## src/rtl/result_sink.sv

```systemverilog
// result_sink
//   Pops one entry from a result FIFO and one from a status FIFO together,
//   holds the pair on out_result/out_status with out_valid, and retires it on
//   a valid/ready handshake. Every delivered pair updates three statistics:
//   a wrapping pair count, a saturating count of nonzero-status pairs and a
//   modulo-2^RESULT_WIDTH checksum of delivered results.
//
// Ports
//   clock                    single clock, all state on the rising edge
//   reset                    asynchronous, active-low reset
//   enable                   high permits starting a new FIFO read
//   result_empty/_data/_r_en result FIFO (one-cycle read latency)
//   status_empty/_data/_r_en status FIFO (one-cycle read latency)
//   out_valid/out_ready      handshake for the held pair
//   out_result/out_status    held pair
//   pair_count               pairs delivered, wrapping
//   error_count              delivered pairs with nonzero status, saturating
//   checksum                 sum of delivered results, carry discarded

module result_sink #(
    parameter int RESULT_WIDTH = 32,
    parameter int STATUS_WIDTH = 8,
    parameter int COUNT_WIDTH  = 16
) (
    input  logic                    clock,
    input  logic                    reset,
    input  logic                    enable,
    input  logic                    result_empty,
    input  logic [RESULT_WIDTH-1:0] result_data,
    output logic                    result_r_en,
    input  logic                    status_empty,
    input  logic [STATUS_WIDTH-1:0] status_data,
    output logic                    status_r_en,
    output logic                    out_valid,
    input  logic                    out_ready,
    output logic [RESULT_WIDTH-1:0] out_result,
    output logic [STATUS_WIDTH-1:0] out_status,
    output logic [COUNT_WIDTH-1:0]  pair_count,
    output logic [COUNT_WIDTH-1:0]  error_count,
    output logic [RESULT_WIDTH-1:0] checksum
);

    typedef enum logic [1:0] {
        S_IDLE,
        S_READ,
        S_LATCH,
        S_PRESENT
    } state_t;

    state_t                  r_state;
    state_t                  w_next;
    logic                    w_read;
    logic                    w_valid;
    logic                    w_handshake;

    logic [RESULT_WIDTH-1:0] r_out_result;
    logic [STATUS_WIDTH-1:0] r_out_status;
    logic [COUNT_WIDTH-1:0]  r_pair_count;
    logic [COUNT_WIDTH-1:0]  r_error_count;
    logic [RESULT_WIDTH-1:0] r_checksum;

    always_ff @(posedge clock or negedge reset) begin
        if (!reset) begin
            r_state <= S_IDLE;
        end else begin
            r_state <= w_next;
        end
    end

    // Read enables and out_valid are decoded from the state register so
    // that an asynchronous reset drops them without waiting for a clock.
    always_comb begin
        w_next  = r_state;
        w_read  = 1'b0;
        w_valid = 1'b0;
        case (r_state)
            S_IDLE: begin
                if (enable && !result_empty && !status_empty) begin
                    w_next = S_READ;
                end
            end
            S_READ: begin
                w_read = 1'b1;
                w_next = S_LATCH;
            end
            S_LATCH: begin
                w_next = S_PRESENT;
            end
            S_PRESENT: begin
                w_valid = 1'b1;
                if (out_ready) begin
                    w_next = S_IDLE;
                end
            end
            default: begin
                w_next = S_IDLE;
            end
        endcase
    end

    assign w_handshake = w_valid && out_ready;

    always_ff @(posedge clock or negedge reset) begin
        if (!reset) begin
            r_out_result  <= '0;
            r_out_status  <= '0;
            r_pair_count  <= '0;
            r_error_count <= '0;
            r_checksum    <= '0;
        end else begin
            // FIFO data is valid the cycle after the pop, i.e. in LATCH.
            if (r_state == S_LATCH) begin
                r_out_result <= result_data;
                r_out_status <= status_data;
            end
            if (w_handshake) begin
                r_pair_count <= r_pair_count + COUNT_WIDTH'(1);
                r_checksum   <= r_checksum + r_out_result;
                if ((r_out_status != '0) && (r_error_count != '1)) begin
                    r_error_count <= r_error_count + COUNT_WIDTH'(1);
                end
            end
        end
    end

    assign result_r_en = w_read;
    assign status_r_en = w_read;
    assign out_valid   = w_valid;
    assign out_result  = r_out_result;
    assign out_status  = r_out_status;
    assign pair_count  = r_pair_count;
    assign error_count = r_error_count;
    assign checksum    = r_checksum;

endmodule

```

## config.mk

```make
export PLATFORM = sky130hd
export DESIGN_NAME = result_sink
export DESIGN_NICKNAME = d
export VERILOG_FILES = /design/src/rtl/result_sink.sv
export SDC_FILE = /design/constraint.sdc
export NUM_CORES = 1
export LEC_CHECK = 0
export ABC_AREA = 1
export BUFFER_PORTS_ARGS = -buffer_cell sky130_fd_sc_hd__buf_4
export CAP_MARGIN = 20
export CORE_MARGIN = 5
export CORE_UTILIZATION = 50
export DETAILED_ROUTE_END_ITERATION = 16
export GPL_ROUTABILITY_DRIVEN = 0
export PLACE_DENSITY = 0.75
export SLEW_MARGIN = 25
export SYNTH_ARGS = -nofsm -noshare
export SYNTH_HDL_FRONTEND = slang
export SYNTH_SLANG_ARGS = --single-unit
```

## constraint.sdc

```tcl
create_clock -name clock -period 4.2 [get_ports clock]
set_clock_uncertainty 0.15 [all_clocks]
set_input_delay 0.21 -clock clock [delete_from_list [all_inputs] [get_ports clock]]
set_output_delay 0.21 -clock clock [all_outputs]
set_load 0.01 [all_outputs]
```

==> flow_summary.ini, run 1 <==
[yosys]
ys_ff_latch = 106
syn_inst = 886
synth_area_per_cell_um2 = 7.51
synth.net_count = 971
synth_cell_type_count = 31
ys_warn_count = 0
synth_top_area_cell = dfrtp_1
synth_seq_area_share_pct = 39.8
synth_top_area_share_pct = 39.8
synthesis.area_mm2 = 0.00666
synth_area_leaders = dfrtp_1 (40%), nand2_1 (18%), inv_1 (7.8%)

[route]
drc = 0
viasPerCell = 4.80
drt_iter0_drc = 359
drt_first_pass_iters = 5
wl_um = 16800
avgRoutedWirePerCell_um = 13.3
drtAntennaViolNets = 0
vias = 6053

[timing]
max_freq_mhz = 428
fin_tns_setup_ps = 0
setup_ws_ps = 1860
relSlewSlack_pct = 58.9
hold_viol = 0
tightest_slew_ps = 616
slew_violations = 0
layout_min_cycle_time_ps = 2340
setup_viol = 0
fin_crit_sh_pct = 55.6
rsz0062_at_grt = false

[floorplan]
start_util_pct = 50.7
die_height_um = 125
core_mm2 = 0.0131
num_io_pins = 153
die_w_um = 125
die_area_mm2 = 0.0157
row_count = 42

[pwr]
pwr-share-comb_pct = 63.0
p_per_area_mw_per_mm2 = 817
p_leak_nw = 4.80
ir_drop_v = 0.000448
clkPwrFrac_pct = 11.8
internal_power_mw = 3.74
switchingPower_mw = 3.36
sequentialPowerShare_pct = 25.3
sw_frac_of_total_pct = 47.3

[clocking]
insertion_delay_ps = 350
path_clk_slew_ps = 70
htreeDepth = 3
post_cts_resized = 0
cts_buffer_depth = 2
numCtsBuffers = 9
cts_tree = built
root_buffer = clkbuf_16
cts_setup_buffers = 0
cts.sinks = 106
hold_buffers = 41

[cells_and_area]
area_growth_pct = 30.7
drive_above_1_share_pct = 19.6
post-route-util_pct = 66.2
final_common_cell = nand2_1
regArea_mm2 = 0.00265
multi_input_area_mm2 = 0.00344
nets = 1165
diodes = 0
mostFrequentLayoutCells = nand2_1 (314), buf_4 (155), inv_1 (138), dfrtp_1 (106), nor2_1 (53)
fillCellCount = 1137

[worst_setup_path]
critical_path.endpoint_type = flip-flop
arrival_ps = 2420
r2r_setup_slack_ps = 1860
start_kind = flip-flop
cp.required_ps = 4280
crit_fanout = 5
crit_type = flip-flop to flip-flop

[global_route]
grt_pass1_vias = 5903
grt_util_all_layers_pct = 21.8
grt_first_pass_wirelength_um = 28600
antenna_found_initial = 0
overflow = 0
grt_max_degree = 50

[place]
hpwlAfterDp_um = 12700
port_buffers = 152
place_ws_ps = 1890

[status]
outcome = finished clean

[hold_path]
hold_class = primary input to flip-flop

[job]
maxCapViolations = 0
registers in the layout, indices dropped and copies added (netlist names):
| name | count |
|---|---|
| pair_count | 16 |
| checksum | 32 |
| out_result | 32 |
| error_count | 16 |
| out_status | 8 |
| r_state | 2 |
area by class of cell:
| class | instances | area share, % |
|---|---|---|
| tap | 176 | 2.53 |
| clock inverter | 6 | 0.633 |
| multi-input combinational | 628 | 39.5 |
| clock buffer | 10 | 2.75 |
| timing repair buffer | 196 | 18.1 |
| sequential | 106 | 30.5 |
| inverter | 139 | 6.00 |
cells in the mapped netlist:
master,instances
nand3_2,1
ha_1,38
nand2_1,314
nand4_1,10
nor2_4,2
inv_1,138
nor3_1,13
o21ai_0,27
xnor2_1,23
and2_1,1
a21oi_1,25
clkbuf_1,9
nor3_2,1
nor3_4,1
clkinv_1,1
xor2_1,22
buf_1,2
buf_4,2
or2_2,1
o31ai_1,1
nand3b_1,3
nand3_1,51
a21o_1,1
o21bai_1,3
nor4_1,1
nand2_2,2
fa_1,1
dfrtp_1,106
nor2_1,53
nor2_2,1
mux2_2,32
stage by stage:
stage,power [mW],hold WS [ps],area (µm²),instances
global placement,6.17,66.5,7990,1204
floorplan,4.77,-236,6660,886
finish,7.11,167,8700,1261
CTS,7.13,134,8690,1261
detailed placement,6.22,74.6,7990,1204
global route,7.85,192,8700,1261
critical path, cell delays in order, from the launching register on:
cell and delay, ps:
dfrtp_1 400, ha_1 250, fa_1 460, nand3_1 120
nand3_1 170, nand3_1 120, nand3_1 170, nand2_1 140
nand3_1 90, nand3_1 100, nand2_1 60
kinds of logic (layout without fill, tap and decap cells):
logic type | after synthesis | after routing | synth area share [%]
AND/OR/NAND/NOR | 455 | 455 | 28.2
buffers and inverters | 152 | 351 | 8.68
flip-flops | 106 | 106 | 39.8
AO/OA/AOI/OAI | 57 | 57 | 4.47
XOR/XNOR | 45 | 45 | 5.92
adder cells (fa/ha/maj) | 39 | 39 | 7.44
multiplexers | 32 | 32 | 5.41
power by group through the flow:
stage	Clock, mW	Sequential (mW)	Combinational [mW]
3_3_place_gp	0	1.81	4.36
4_1_cts	0.861	1.80	4.46
2_1_floorplan	0	1.92	2.85
5_1_grt	0.894	1.87	5.08
3_5_place_dp	0	1.81	4.41
6_report	0.838	1.79	4.47
worst paths after layout:
check                      depth (start not counted)                          to                        from
min reg2reg                                        1  pair_count[15]$_DFFE_PN0P_  pair_count[15]$_DFFE_PN0P_
max in group asynchronous                          3    checksum[26]$_DFFE_PN0P_                       reset
max                                               10    checksum[28]$_DFFE_PN0P_   out_result[0]$_DFFE_PN0P_
max reg2reg                                       10    checksum[28]$_DFFE_PN0P_   out_result[0]$_DFFE_PN0P_
min                                                4      r_state[1]$_DFFE_PN0P_                result_empty
min in group asynchronous                          2   out_result[4]$_DFFE_PN0P_                       reset
metal layers:
layer  track usage (%)  up-vias  part of all wire, %
met5                 0        -                    0
met2              34.4      154                   45
met3              4.90       19                  7.0
met4              6.12        0                  1.7
li1                  -     3145                    -
met1              30.3     2735                   46
Power figures use the tool's default switching activity.
==> inputs of run 2 (changes only) <==
==> constraint.sdc (replaced) <==
create_clock -name clock -period 2.4 [get_ports clock]
set_clock_uncertainty 0.15 [all_clocks]
set_input_delay 0.12 -clock clock [delete_from_list [all_inputs] [get_ports clock]]
set_output_delay 0.12 -clock clock [all_outputs]
set_load 0.01 [all_outputs]
==> flow_summary.ini, run 2 (synthesis results as in run 1) <==
[hold_path]
hold_class = primary input to flip-flop
worstHoldStart = result_empty

[floorplan]
die_height_um = 125
start_util_pct = 50.7
die_w_um = 125
core_mm2 = 0.0131
num_io_pins = 153
row_count = 42
die_area_mm2 = 0.0157

[pwr]
p_leak_nw = 4.83
p_per_area_mw_per_mm2 = 1440
ir_drop_v = 0.000768
p_total_mw = 12.6

[timing]
rsz0062_at_grt = false
tightest_slew_ps = 527
relSlewSlack_pct = 64.8
fin_crit_sh_pct = 91.4
setup_viol = 0
holdWs_ps = 40.5
slew_violations = 0
max_freq_mhz = 456
layout_min_cycle_time_ps = 2190
setup_ws_ps = 205
hold_viol = 0
fin_tns_setup_ps = 0

[worst_setup_path]
arrival_ps = 2260
start_kind = flip-flop
crit_fanout = 5
crit_path_start = out_result[0]$_DFFE_PN0P_
cp.required_ps = 2470
r2r_start = out_result[0]$_DFFE_PN0P_
crit_type = flip-flop to flip-flop
critical_path.endpoint_type = flip-flop

[clocking]
htreeDepth = 3
cts_setup_buffers = 0
cts.sinks = 106
insertion_delay_ps = 360
numCtsBuffers = 9
cts_buffer_depth = 2
cts_tree = built
root_buffer = clkbuf_16
path_clk_slew_ps = 80

[route]
avgRoutedWirePerCell_um = 13.5
viasPerCell = 4.84
vias = 6127
drt_iter0_drc = 333
drt_first_pass_iters = 5
drtAntennaViolNets = 0
wl_um = 17100
drc = 0

[global_route]
grt_use_met1_pct = 29.8
grt_util_all_layers_pct = 22.3
overflow = 0
antenna_found_initial = 0
grt_pass1_vias = 5952
grt_max_degree = 66
grt_first_pass_wirelength_um = 28900
use_met3_pct = 5.46
use_met2_pct = 36.5
busiest_layer = met2

[cells_and_area]
final_common_cell = nand2_1
diodes = 0
nets = 1169
final_cells = 1265
mostFrequentLayoutCells = nand2_1 (314), buf_4 (156), inv_1 (138), dfrtp_1 (106), nor2_1 (53)
area_growth_pct = 31.5
final_cell_area_mm2 = 0.00875
post-route-util_pct = 66.6
drive_above_1_share_pct = 19.9

[place]
place_area_mm2 = 0.00804
dp_cells = 1207
place_ws_ps = 163
hpwlAfterDp_um = 13000
port_buffers = 152

[job]
maxCapViolations = 0

[status]
outcome = finished clean
## run 2: cell count changes in the layout (fill, tap and decap cells not counted), sizes merged
cell and delta:
buf +3, clkbuf -1, clkinv +1, clkinvlp -2, dlygate4sd3 +1, inv +2
## run 2: cell type report
cell class                      count  area, µm²
Fill cell                        1174       4390
Multi-Input combinational cell    628       3430
Sequential cell                   106       2650
Timing Repair Buffer              200       1630
Inverter                          139        522
Clock buffer                        9        225
Tap cell                          176        220
Clock inverter                      7       68.8
## run 2: metal layers
metal	vias to the layer above	share of wire [%]
met5	-	0
met4	0	1.0
li1	3151	-
met3	10	7.0
met2	170	47
met1	2796	45
## run 2: where the power goes
group	internal, mW	switching, mW
clock network	0.737	0.743
logic	3.35	4.63
registers	2.50	0.657
## run 2: timing repair
item                                    4_1_cts  5_1_grt
hold endpoints to repair                    146        0
gates resized for setup                       0        1
endpoints found under the setup margin        0        4
hold buffers                                 42        0
## run 2: worst paths after layout
path                                               to  cells after the start  slack [ps]
hold reg to reg            pair_count[15]$_DFFE_PN0P_                      1         340
setup / recovery             checksum[16]$_DFFE_PN0P_                     10         210
setup reg to reg             checksum[16]$_DFFE_PN0P_                     10         210
min in group asynchronous     checksum[5]$_DFFE_PN0P_                      3         140
max in group asynchronous    checksum[17]$_DFFE_PN0P_                      3        1480
hold / removal                 r_state[0]$_DFFE_PN0P_                      4          40
## run 2: worst max-delay path, stage by stage (launching register included)
cell,delay [ps]
dfrtp_1,410
ha_1,250
fa_2,400
nand3_1,100
nand3_1,160
nand2_1,110
nand2_1,110
nand2_1,80
nand2_1,60
xnor2_1,130
o21ai_0,80
